--- config.mk ---
export PLATFORM = sky130hd
export DESIGN_NAME = mem_port_arbiter_flat
export DESIGN_NICKNAME = d
export VERILOG_FILES = /design/src/rtl/mem_port_arbiter_if.sv /design/src/rtl/mem_port_arbiter.sv /design/src/flat_wrapper.sv
export SDC_FILE = /design/constraint.sdc
export NUM_CORES = 1
export LEC_CHECK = 0
export ABC_AREA = 1
export BUFFER_PORTS_ARGS = -buffer_cell sky130_fd_sc_hd__buf_2
export CORE_AREA = 2 2 135 104
export CTS_CLUSTER_SIZE = 30
export DETAILED_ROUTE_END_ITERATION = 12
export DIE_AREA = 0 0 137 106
export PLACE_DENSITY = 0.84
export SETUP_SLACK_MARGIN = 0.5
export SKIP_CTS_REPAIR_TIMING = 1
export SYNTH_ARGS = -nofsm -noshare
export SYNTH_HDL_FRONTEND = slang
export SYNTH_SLANG_ARGS = --single-unit
--- constraint.sdc ---
create_clock -name clk -period 1.58 [get_ports clk]
set_input_delay 0.158 -clock clk [delete_from_list [all_inputs] [get_ports clk]]
set_output_delay 0.158 -clock clk [all_outputs]
set_load 0.05 [all_outputs]
--- src/rtl/mem_port_arbiter_if.sv ---
// Pipeline-side and memory-side signals of the unified memory port arbiter.
// slave = arbiter view, master = pipeline/memory-model view.
interface mem_port_arbiter_if #(
  parameter int AW = 32,
  parameter int DW = 32
);
  logic          i_req;
  logic [AW-1:0] i_addr;
  logic [DW-1:0] i_rdata;
  logic          i_ack;
  logic          d_req;
  logic          d_we;
  logic [AW-1:0] d_addr;
  logic [DW-1:0] d_wdata;
  logic [DW-1:0] d_rdata;
  logic          d_ack;
  logic          stall_f;
  logic          stall_m;
  logic          mem_en;
  logic          mem_we;
  logic [AW-1:0] mem_addr;
  logic [DW-1:0] mem_wdata;
  logic [DW-1:0] mem_rdata;

  modport slave (
    input  i_req, i_addr, d_req, d_we, d_addr, d_wdata, mem_rdata,
    output i_rdata, i_ack, d_rdata, d_ack, stall_f, stall_m,
           mem_en, mem_we, mem_addr, mem_wdata
  );

  modport master (
    output i_req, i_addr, d_req, d_we, d_addr, d_wdata, mem_rdata,
    input  i_rdata, i_ack, d_rdata, d_ack, stall_f, stall_m,
           mem_en, mem_we, mem_addr, mem_wdata
  );
endinterface

--- src/rtl/mem_port_arbiter.sv ---
// Single-port memory arbiter between fetch (I) and mem stage (D); D has priority,
// a starvation counter forces an I grant after STARVE_MAX contested D grants.
module mem_port_arbiter #(
  parameter int AW         = 32,
  parameter int DW         = 32,
  parameter int MEM_LAT    = 2,
  parameter int STARVE_MAX = 4
) (
  input logic               clk,
  input logic               reset,
  mem_port_arbiter_if.slave bus
);
  localparam int            SW         = $clog2(STARVE_MAX + 1);
  localparam logic [SW-1:0] STARVE_TOP = SW'(STARVE_MAX);
  localparam logic [3:0]    WAIT_LOAD  = 4'(MEM_LAT - 1);

  typedef enum logic [1:0] {S_IDLE, S_ISSUE, S_WAIT, S_RESP} state_t;

  typedef struct packed {
    logic          own_i;
    logic          we;
    logic [AW-1:0] addr;
    logic [DW-1:0] wdata;
  } req_t;

  state_t        r_state;
  logic          r_own_i;
  logic          r_we;
  logic [3:0]    r_wcnt;
  logic [SW-1:0] r_starve;
  logic          r_mem_en;
  logic          r_mem_we;
  logic [AW-1:0] r_mem_addr;
  logic [DW-1:0] r_mem_wdata;
  logic [DW-1:0] r_i_rdata;
  logic [DW-1:0] r_d_rdata;
  logic          r_i_ack;
  logic          r_d_ack;

  logic          w_any;
  logic          w_grant_i;
  req_t          w_req;

  assign w_any     = bus.i_req | bus.d_req;
  assign w_grant_i = bus.i_req & (~bus.d_req | (r_starve == STARVE_TOP));

  always_comb begin
    w_req = '0;
    if (w_grant_i) begin
      w_req.own_i = 1'b1;
      w_req.addr  = bus.i_addr;
    end else begin
      w_req.we    = bus.d_we;
      w_req.addr  = bus.d_addr;
      w_req.wdata = bus.d_wdata;
    end
  end

  always_ff @(posedge clk) begin
    if (reset) begin
      r_state     <= S_IDLE;
      r_own_i     <= 1'b0;
      r_we        <= 1'b0;
      r_wcnt      <= '0;
      r_starve    <= '0;
      r_mem_en    <= 1'b0;
      r_mem_we    <= 1'b0;
      r_mem_addr  <= '0;
      r_mem_wdata <= '0;
      r_i_rdata   <= '0;
      r_d_rdata   <= '0;
      r_i_ack     <= 1'b0;
      r_d_ack     <= 1'b0;
    end else begin
      case (r_state)
        S_IDLE: if (w_any) begin
          r_own_i     <= w_req.own_i;
          r_we        <= w_req.we;
          r_mem_addr  <= w_req.addr;
          r_mem_wdata <= w_req.wdata;
          r_mem_en    <= 1'b1;
          r_mem_we    <= w_req.we;
          // Only contested D grants count toward forcing fetch through
          if (w_grant_i)
            r_starve <= '0;
          else if (bus.i_req && r_starve != STARVE_TOP)
            r_starve <= r_starve + 1'b1;
          r_state <= S_ISSUE;
        end
        S_ISSUE: begin
          r_mem_en <= 1'b0;
          r_mem_we <= 1'b0;
          r_wcnt   <= WAIT_LOAD;
          r_state  <= S_WAIT;
        end
        S_WAIT: if (r_wcnt == '0) begin
          if (r_own_i) begin
            r_i_rdata <= bus.mem_rdata;
            r_i_ack   <= 1'b1;
          end else begin
            r_d_rdata <= r_we ? '0 : bus.mem_rdata;
            r_d_ack   <= 1'b1;
          end
          r_state <= S_RESP;
        end else begin
          r_wcnt <= r_wcnt - 1'b1;
        end
        S_RESP: begin
          r_i_ack <= 1'b0;
          r_d_ack <= 1'b0;
          r_state <= S_IDLE;
        end
        default: r_state <= S_IDLE;
      endcase
    end
  end

  assign bus.i_rdata   = r_i_rdata;
  assign bus.i_ack     = r_i_ack;
  assign bus.d_rdata   = r_d_rdata;
  assign bus.d_ack     = r_d_ack;
  assign bus.stall_f   = bus.i_req & ~r_i_ack;
  assign bus.stall_m   = bus.d_req & ~r_d_ack;
  assign bus.mem_en    = r_mem_en;
  assign bus.mem_we    = r_mem_we;
  assign bus.mem_addr  = r_mem_addr;
  assign bus.mem_wdata = r_mem_wdata;
endmodule

--- src/flat_wrapper.sv ---
// flat-port wrapper written by rule: the top's interface ports become plain ports
module mem_port_arbiter_flat 
#(
  parameter int AW         = 32,
  parameter int DW         = 32,
  parameter int MEM_LAT    = 2,
  parameter int STARVE_MAX = 4
)
  (clk, reset, bus_i_req, bus_i_addr, bus_d_req, bus_d_we, bus_d_addr, bus_d_wdata, bus_mem_rdata, bus_i_rdata, bus_i_ack, bus_d_rdata, bus_d_ack, bus_stall_f, bus_stall_m, bus_mem_en, bus_mem_we, bus_mem_addr, bus_mem_wdata);
  mem_port_arbiter_if #(.AW(AW), .DW(DW)) bus_i ();
  input logic clk;
  input logic reset;
  input wire logic [$bits(bus_i.i_req)-1:0] bus_i_req;
  input wire logic [$bits(bus_i.i_addr)-1:0] bus_i_addr;
  input wire logic [$bits(bus_i.d_req)-1:0] bus_d_req;
  input wire logic [$bits(bus_i.d_we)-1:0] bus_d_we;
  input wire logic [$bits(bus_i.d_addr)-1:0] bus_d_addr;
  input wire logic [$bits(bus_i.d_wdata)-1:0] bus_d_wdata;
  input wire logic [$bits(bus_i.mem_rdata)-1:0] bus_mem_rdata;
  output wire logic [$bits(bus_i.i_rdata)-1:0] bus_i_rdata;
  output wire logic [$bits(bus_i.i_ack)-1:0] bus_i_ack;
  output wire logic [$bits(bus_i.d_rdata)-1:0] bus_d_rdata;
  output wire logic [$bits(bus_i.d_ack)-1:0] bus_d_ack;
  output wire logic [$bits(bus_i.stall_f)-1:0] bus_stall_f;
  output wire logic [$bits(bus_i.stall_m)-1:0] bus_stall_m;
  output wire logic [$bits(bus_i.mem_en)-1:0] bus_mem_en;
  output wire logic [$bits(bus_i.mem_we)-1:0] bus_mem_we;
  output wire logic [$bits(bus_i.mem_addr)-1:0] bus_mem_addr;
  output wire logic [$bits(bus_i.mem_wdata)-1:0] bus_mem_wdata;
  assign bus_i.i_req = bus_i_req;
  assign bus_i.i_addr = bus_i_addr;
  assign bus_i.d_req = bus_d_req;
  assign bus_i.d_we = bus_d_we;
  assign bus_i.d_addr = bus_d_addr;
  assign bus_i.d_wdata = bus_d_wdata;
  assign bus_i.mem_rdata = bus_mem_rdata;
  assign bus_i_rdata = bus_i.i_rdata;
  assign bus_i_ack = bus_i.i_ack;
  assign bus_d_rdata = bus_i.d_rdata;
  assign bus_d_ack = bus_i.d_ack;
  assign bus_stall_f = bus_i.stall_f;
  assign bus_stall_m = bus_i.stall_m;
  assign bus_mem_en = bus_i.mem_en;
  assign bus_mem_we = bus_i.mem_we;
  assign bus_mem_addr = bus_i.mem_addr;
  assign bus_mem_wdata = bus_i.mem_wdata;
  mem_port_arbiter #(.AW(AW), .DW(DW), .MEM_LAT(MEM_LAT), .STARVE_MAX(STARVE_MAX)) u_core (.clk(clk), .reset(reset), .bus(bus_i));
endmodule
# After elaboration in Yosys (flattened, before gate mapping)

Cells that the tools add are included.

Word-level logic and storage cells: 72
Bits in registers: 143

Bitwise logic cells: 9
Reduce and logical (&&, ||, !) cells: 16
Equal/unequal tests: 10
Mux-type cells: 22
Add/subtract/negate cells: 2

Operator list:

| operator              | number |
|---|---|
| $mux W32              | 3 |
| $reduce_and A3 Y1     | 5 |
| $mux W1               | 8 |
| $pmux W1 S2           | 4 |
| $pmux W2 S4           | 1 |
| $pmux W4 S2           | 1 |
| $reduce_and A2 Y1     | 4 |
| $reduce_bool A2 Y1    | 4 |
| $mux W3               | 2 |
| $ne A2 B1 Y1 const B  | 3 |
| $eq A2 B2 Y1 const B  | 2 |
| $logic_not A4 Y1      | 1 |
| $mux W2               | 2 |
| $mux W4               | 1 |
| $ne A2 B2 Y1 const B  | 2 |
| $not A1 Y1            | 4 |
| $sub A4 B1 Y4 const B | 1 |
| $add A3 B1 Y3 const B | 1 |
| $and A1 B1 Y1         | 3 |
| $eq A3 B3 Y1 const B  | 1 |
| $ne A3 B3 Y1 const B  | 1 |
| $eq A2 B1 Y1 const B  | 1 |
| $logic_not A2 Y1      | 1 |
| $or A1 B1 Y1          | 2 |
| $logic_and A1 B1 Y1   | 1 |

# Longest topological paths before layout

Gate-level depths: netlist (run 1).

Word-level depth: 6
Depth in mapped cells: 10
Gate-level depth less buffers: 9

# Worst setup path after synthesis (run 1)

Ideal clock, no wire load.

Path type: register to register
From: register u_core.r_state[0]
To: register u_core.r_d_rdata[1] (netlist: u_core.bus.d_rdata[1])
Cell stages (with the launch flop): 9
Setup slack: 0.146 ns
Required time: 1.510 ns
Data arrival time: 1.363 ns
Clock period less this slack: 1.434 ns
Buffers on the path: 1
Path through: dfxtp_1 inv_1 ha_1 inv_2 nor2_2 nand3_2 clkbuf_1 nand2_1 a21oi_1

Word-level cells in the longest chain between the ends: 2

RTL lines:

| what                               | RTL line                | source |
|---|---|---|
| start: declaration                 | mem_port_arbiter.sv:26  | `state_t r_state;` |
| start signal: assignment           | mem_port_arbiter.sv:61  | `r_state <= S_IDLE;` |
| start signal: assignment           | mem_port_arbiter.sv:88  | `r_state <= S_ISSUE;` |
| start signal: assignment           | mem_port_arbiter.sv:94  | `r_state <= S_WAIT;` |
| $eq A2 B2 Y1                       | mem_port_arbiter.sv:75  | `case (r_state)` |
| $reduce_and A3 Y1 (no source line) | n/a                     |  |
| end signal: assignment             | mem_port_arbiter.sv:101 | `r_d_rdata <= r_we ? '0 : bus.mem_rdata;` |
| end: declaration                   | mem_port_arbiter.sv:36  | `logic [DW-1:0] r_d_rdata;` |

Every way passes these cells.
A chain may end at the register's enable or synchronous reset.

# Worst setup path after layout (run 1)

From: register u_core.r_state[0]
To: register u_core.r_d_ack (netlist: u_core.bus.d_ack)

Word-level cells in the longest chain between the ends: 3
Elaborated cells on any way between the ends: 7
Classes of those cells: 4 x eq/ne; 1 x mux; 2 x reduce/logical

RTL lines:

| what                                                  | RTL line                | source |
|---|---|---|
| $eq A2 B2 Y1                                          | mem_port_arbiter.sv:75  |  |
| $ne A2 B2 Y1 (no source line) (tied with other cells) | n/a                     |  |
| $reduce_and A3 Y1 (no source line)                    | n/a                     |  |
| end signal: assignment                                | mem_port_arbiter.sv:73  | `r_d_ack <= 1'b0;` |
| end signal: assignment                                | mem_port_arbiter.sv:102 | `r_d_ack <= 1'b1;` |
| end signal: assignment                                | mem_port_arbiter.sv:110 | `r_d_ack <= 1'b0;` |
| end: declaration                                      | mem_port_arbiter.sv:38  | `logic r_d_ack;` |

Several ways; a longest one is shown, not always the timed one.

==> results by group, run 1 <==
Outcome
  • Outcome: finished with violations
  • Failing checks: hold timing

Floorplanning
  • Die height: 106 um
  • Starting Density: 0.440
  • # IOs: 267
  • Core Footprint: 13300 um^2
  • Die width: 137 um
  • Core Rows: 37
  • DIE AREA: 14500 um^2

Detailed routing
  • DRT Wirelength: 18300 um
  • Vias: 6314
  • Via/cell ratio: 4.95
  • Routed Antenna Nets: 0
  • DRC: 0
  • Routed length per instance: 14.4 um
  • DR iter-0 viols: 385
  • First-pass iteration count of the detailed router: 5

Setup path
  • Most frequent CP cell: inv_4
  • Reg-to-reg critical path endpoint: u_core.bus.d_ack
  • Crit-path cells: inv_4 > ha_4 > inv_4 > nor2_4 > nand3_4 > buf_6 > a21oi_2 > nor2_1
  • WP data arrival: 1.74 ns
  • CP Max Fanout: 18
  • Crit-path slowest cell: dfxtp_2
  • CP endpoint kind: register
  • Reg2reg setup slack: 0.14 ns
  • Reg2Reg Depth: 8
  • CP peak stage delay: 0.34 ns
  • Reg2Reg Launch Point: u_core.r_state[0]
  • WP data required: 1.88 ns
  • Cell family with most CP delay: flip-flops
  • Startpoint Class: register
  • CP Class: register to register
  • Crit path buffers/inverters: 3

STA
  • Hold Violations, Final: 7
  • RSZ-0062 raised after global routing: yes
  • Final min period: 1.44 ns
  • Worst Tran Pin Value: 0.355 ns
  • Fin Setup TNS: 0 ns
  • Fmax: 694 MHz
  • Fin. max-slew vios: 0
  • Setup Skew: 0.0110 ns
  • Crit share post-route: 0.912
  • WHS: -0.0109 ns
  • Setup-failing EPs final: 0
  • Max-slew headroom: 0.763

CTS
  • Reg clk slew, reported paths: 0.07 ns
  • # clock sinks: 143
  • CTS buffer count: 17
  • CTS tree: yes
  • CTS root buffer: clkbuf_16
  • Clock Latency Late Sink: 0.41 ns
  • Worst-case clock buffer depth: 2
  • CTS HTree Levels: 4

Synthesis
  • Synthesized area: 5860 um^2
  • Compound-gate portion of the synthesized area: 0.0745
  • Synth warn: 0
  • Post-synthesis sequential element count: 143
  • Adder-cell share of the synthesized area: 0.0192
  • Post-synth ARST share: 0
  • Yosys cell types: 25
  • Synth Area in Simple Gates: 0.331
  • Mux contribution to synthesized area: 0
  • Post-synth EDFFs: 0
  • Xor-xnor portion of the synthesized cell area: 0.00149
  • Seq/Total Area, Yosys: 0.488
  • Net Count, Synth: 950
  • Most common cell in the netlist: nor2_1
  • Yosys top cell area share: 0.488
  • Synth top area cells: dfxtp_1, nor2_1, nand3_1
  • Main combinational cell family by area after synthesis: simple AND/OR/NAND/NOR gates
  • Syn avg cell area: 7.25 um^2
  • Mapped Cells: 808
  • Leading area contributor after synthesis: dfxtp_1
  • Synth cell count leaders: nor2_1, dfxtp_1, nand2_1
  • Prevailing post-synth register cell: dfxtp_1

Place
  • IO Port Bufs: 266
  • GPL Wtd Cong: 0.814
  • DP Wirelength: 11300 um

Hold path
  • Hold Path Depth: 3
  • Hold Crit Class: input port to register
  • Hold_sp: bus_mem_rdata[28]
  • Hold path endpoint: u_core.bus.i_rdata[28]

Power
  • Pwr Total: 0.0171 W
  • Power per cell area: 1960 nW/um^2
  • Max IR drop VDD: 1.29 mV
  • P_leak: 4.45 nW

Global route
  • Initial antenna violation count: 0
  • First-pass GRT wire length: 25600 um
  • Largest net degree at the start of global routing: 72
  • Number of global-route vias before repair: 5555
  • GRT Total Usage: 0.217
  • GRT overflow: 0

Flow run
  • Max Cap Viol: 0

Cells and area
  • Diode count: 0
  • Nets: 1229
  • Multi-input logic area: 2830 um^2
  • Layout cells sized above 1: 0.380
  • FF+latch area: 2870 um^2
  • Layout fillers: 1143
  • Area delta synth->final: 49.1%
## state kept, by name, summed over array words and instances (netlist names), 2 cells and up
| name | cells |
|---|---|
| u_core.bus.mem_wdata | 32 |
| u_core.r_starve | 3 |
| u_core.r_wcnt | 4 |
| u_core.bus.i_rdata | 32 |
| u_core.bus.mem_addr | 32 |
| u_core.bus.d_rdata | 32 |
| u_core.r_state | 2 |
## layout make-up
class / instances / share of cell area
clock buffers: 18 / 0.0503
clock inverters: 14 / 0.0166
inverters: 52 / 0.0263
multi-input cells: 560 / 0.324
flip-flops and latches: 143 / 0.328
well taps: 175 / 0.0251
repair buffers: 313 / 0.229
## worst max path at each step
| stage | startpoint | end | slack (ns) | cells after the start |
|---|---|---|---|---|
| CTS | u_core.r_state[0] | u_core.bus.i_ack | 0.04 | 7 |
| detailed placement | u_core.r_state[0] | u_core.bus.i_ack | 0.06 | 7 |
| global route | u_core.r_state[0] | u_core.bus.d_rdata[11] | 0.07 | 8 |
| finish | u_core.r_state[0] | u_core.bus.d_ack | 0.14 | 8 |
| floorplan | u_core.r_state[0] | u_core.bus.d_rdata[23] | 0.30 | 9 |
| global placement | u_core.r_state[0] | u_core.bus.i_ack | 0.12 | 7 |
## per-stage QoR
| step | hold WS (ns) | cell area [um^2] | worst slack, ns | instances | util |
|---|---|---|---|---|---|
| 5_1_grt | 0.00339 | 8740 | 0.0696 | 1275 | 0.655 |
| 6_report | -0.0109 | 8740 | 0.139 | 1275 | 0.655 |
| 2_1_floorplan | 0.293 | 6110 | 0.302 | 808 | - |
| 3_5_place_dp | 0.401 | 7490 | 0.0573 | 1212 | 0.562 |
| 3_3_place_gp | 0.395 | 7490 | 0.118 | 1212 | 0.562 |
| 4_1_cts | -0.0246 | 8070 | 0.0387 | 1244 | 0.605 |
## metal layers
layer / wire length (um) / up-vias / GRT usage
met5: 0 / - / 0
met4: 276 / 0 / 0.0707
met3: 1520 / 27 / 0.0620
met2: 8860 / 249 / 0.365
met1: 7680 / 2897 / 0.266
li1: - / 3141 / -
## worst reg2reg max path: cells and delay by family, from the launching register on
family	cells	cell delay, ns
DFF	1	0.34
buffers and inverters	3	0.35
adders and majority gates	1	0.20
and+or+nand+nor	3	0.29
AOI/OAI and AO/OA	1	0.16
## cell usage in the layout (no fill, tap or decap), types with 3 or more instances in the layout
cell,n
nor2_2,15
o21ai_0,29
inv_8,4
inv_4,4
o21ai_1,9
inv_2,4
nand2_2,8
dfxtp_2,3
buf_6,6
nor3_1,13
ha_4,3
nand2_1,104
ha_1,5
clkbuf_16,26
nor3_2,18
buf_4,14
nand2_4,3
nor2_4,4
dfxtp_1,139
dlygate4sd3_1,7
a21oi_1,42
inv_6,8
nor3_4,4
buf_12,8
nor2_1,192
nand3_1,99
buf_2,266
inv_1,41
buf_8,3
## power breakdown
part / total [W] / switching [W] / leakage, nW / internal [W]
Sequential: 0.00495 / 0.000481 / 1.17 / 0.00447
Clock: 0.00397 / 0.00169 / 0.285 / 0.00228
Combinational: 0.00819 / 0.00574 / 3.00 / 0.00245
## cell families (layout without fill, tap and decap cells)
group | after synthesis | after routing
compound gates | 84 | 84
xor+xnor | 1 | 1
buf+inv | 105 | 397
simple gates | 466 | 466
fa+ha+maj | 9 | 9
flops | 143 | 143
Note: power is estimated with default switching activity, not from simulation.
==> run 2, diff against run 1 <==
--- a/config.mk
+++ b/config.mk
@@ -6,7 +6,7 @@
 export NUM_CORES = 1
 export LEC_CHECK = 0
 export ABC_AREA = 1
-export BUFFER_PORTS_ARGS = -buffer_cell sky130_fd_sc_hd__buf_2
+export BUFFER_PORTS_ARGS = -buffer_cell sky130_fd_sc_hd__clkbuf_2
 export CORE_AREA = 2 2 135 104
 export CTS_CLUSTER_SIZE = 30
 export DETAILED_ROUTE_END_ITERATION = 12
==> results by group, run 2 (synthesis results as in run 1) <==
STA
  • Setup-failing EPs final: 0 (unchanged)
  • Max-slew headroom: 0.759 (-0.00406)
  • Hold Violations, Final: 4 (-3)
  • Final min period: 1.50 ns (+0.0593 ns)
  • Fmax: 667 MHz (-4.0%)
  • Fin. max-slew vios: 0 (unchanged)
  • Worst Tran Pin Value: 0.361 ns (+0.00609 ns)
  • Setup Skew: 0.0102 ns (-0.000782 ns)
  • WHS: -0.00431 ns (+0.00663 ns)
  • Crit share post-route: 0.950 (+0.0376)
  • Fin Setup TNS: 0 ns (unchanged)
  • RSZ-0062 raised after global routing: yes

CTS
  • CTS HTree Levels: 4 (unchanged)
  • Reg clk slew, reported paths: 0.07 ns (about the same)
  • CTS root buffer: clkbuf_16
  • Clock Latency Late Sink: 0.41 ns (about the same)
  • Worst-case clock buffer depth: 2 (unchanged)
  • # clock sinks: 143 (unchanged)
  • CTS tree: yes
  • CTS buffer count: 17 (unchanged)

Setup path
  • CP Class: register to register
  • WP data arrival: 1.80 ns (+0.06 ns)
  • CP Max Fanout: 20 (+2)
  • Startpoint Class: register
  • CP endpoint kind: register
  • WP data required: 1.88 ns (about the same)

Detailed routing
  • First-pass iteration count of the detailed router: 4 (-1)
  • Vias: 6425 (+1.8%)
  • DRT Wirelength: 19700 um (+7.2%)
  • DRC: 0 (unchanged)
  • Routed Antenna Nets: 0 (unchanged)
  • Via/cell ratio: 5.02 (+1.3%)
  • DR iter-0 viols: 392 (+1.8%)
  • Routed length per instance: 15.3 um (+6.7%)

Power
  • Power per cell area: 2060 nW/um^2 (+5.2%)
  • P_int: 0.0102 W (+11%)
  • Clk pwr share: 0.235 (+0.003)
  • Sequential Power Share: 0.272 (-0.017)
  • Net switching power: 0.00838 W (+5.9%)
  • Combinational Power Share: 0.492 (+0.013)
  • Switching share of power: 0.451 (-0.0121)
  • Max IR drop VDD: 1.11 mV (-13%)
  • P_leak: 4.52 nW (+1.5%)

Floorplanning
  • # IOs: 267 (unchanged)
  • Die width: 137 um (unchanged)
  • DIE AREA: 14500 um^2 (unchanged)
  • Starting Density: 0.440 (unchanged)
  • Core Rows: 37 (unchanged)
  • Die height: 106 um (unchanged)
  • Core Footprint: 13300 um^2 (unchanged)

Cells and area
  • Most frequent cells in the layout: clkbuf_2, nor2_1, dfxtp_1, nand2_1, nand3_1
  • Layout cells sized above 1: 0.409 (+0.0287)
  • Diode count: 0 (unchanged)
  • Nets: 1235 (+0.49%)
  • Layout fillers: 1062 (-7.1%)
  • Area delta synth->final: 54.1%
  • Most common cell after layout, fill and taps aside: clkbuf_2

Global route
  • Largest net degree at the start of global routing: 81 (+13%)
  • GRT overflow: 0 (unchanged)
  • Initial antenna violation count: 0 (unchanged)
  • GRT Total Usage: 0.219 (+0.00206)
  • First-pass GRT wire length: 25700 um (+0.35%)
  • Number of global-route vias before repair: 5525 (-0.54%)

Flow run
  • Max Cap Viol: 0 (unchanged)

Outcome
  • Outcome: finished with violations
  • Failing checks: hold timing

Place
  • DP Wirelength: 11400 um (+1.5%)
  • GPL Wtd Cong: 0.831 (+2.1%)
  • IO Port Bufs: 266 (unchanged)

Hold path
  • Hold Crit Class: input port to register
## run 2: cell count changes in the layout (fill, tap and decap cells not counted), sizes merged
cell,delta
inv,-2
bufinv,+3
clkbuf,+268
buf,-260
clkinv,+2
dlygate4sd3,-5
## run 2: final cells by class
type                       instances  area, um^2  share of cell area
multi-input combinational        560        2900               0.321
sequential                       143        2870               0.318
timing repair buffer             317        2140               0.237
clock buffer                      17         425              0.0471
inverter                          52         225              0.0249
clock inverter                    15         221              0.0245
tap                              175         219              0.0242
timing repair inverter             2        25.0             0.00277
## run 2: worst paths after layout
kind                          start                     end  slack (ns)  cells after the start
min reg2reg  u_core.bus.d_rdata[17]  u_core.bus.d_rdata[17]        0.46                      2
min               bus_mem_rdata[17]  u_core.bus.i_rdata[17]      -0.004                      3
max               u_core.r_state[0]  u_core.bus.mem_addr[9]        0.08                     10
max reg2reg       u_core.r_state[0]  u_core.bus.mem_addr[9]        0.08                     10
## run 2: through the flow
stage	power (W)	instance area, um^2	cells	utilization	setup slack, ns
6_report	0.0186	9030	1281	0.677	0.0797
5_1_grt	0.0195	9030	1281	0.677	0.00675
4_1_cts	0.0166	8130	1244	0.610	0.0416
3_5_place_dp	0.0122	7490	1212	0.562	0.0687
3_3_place_gp	0.0121	7490	1212	0.562	0.119
2_1_floorplan	0.0107	6110	808	-	0.302
## run 2: routing by layer
metal	track usage	wire [um]	up-vias
met5	0	0	-
met4	0.0773	294	0
met3	0.0587	1540	22
met2	0.371	9470	287
met1	0.267	8350	2949
li1	-	-	3167
## run 2: power groups by stage
stage                     combinational (W)  clock [W]  sequential, W
after floorplan                     0.00317          0        0.00756
after detailed placement            0.00719          0        0.00503
final                               0.00916    0.00437        0.00507
after global placement              0.00707          0        0.00499
after CTS                           0.00720    0.00448        0.00496
after global routing                0.00975    0.00461        0.00516
## run 2: critical path, cell delays in order (launching register included)
cell and delay, ns:
dfxtp_2 0.37, inv_4 0.06, ha_4 0.18, o21ai_4 0.08, clkinv_4 0.09, buf_8 0.15, buf_8 0.17, nor2_1 0.12
nor2_1 0.06, nand2_1 0.07, inv_1 0.04
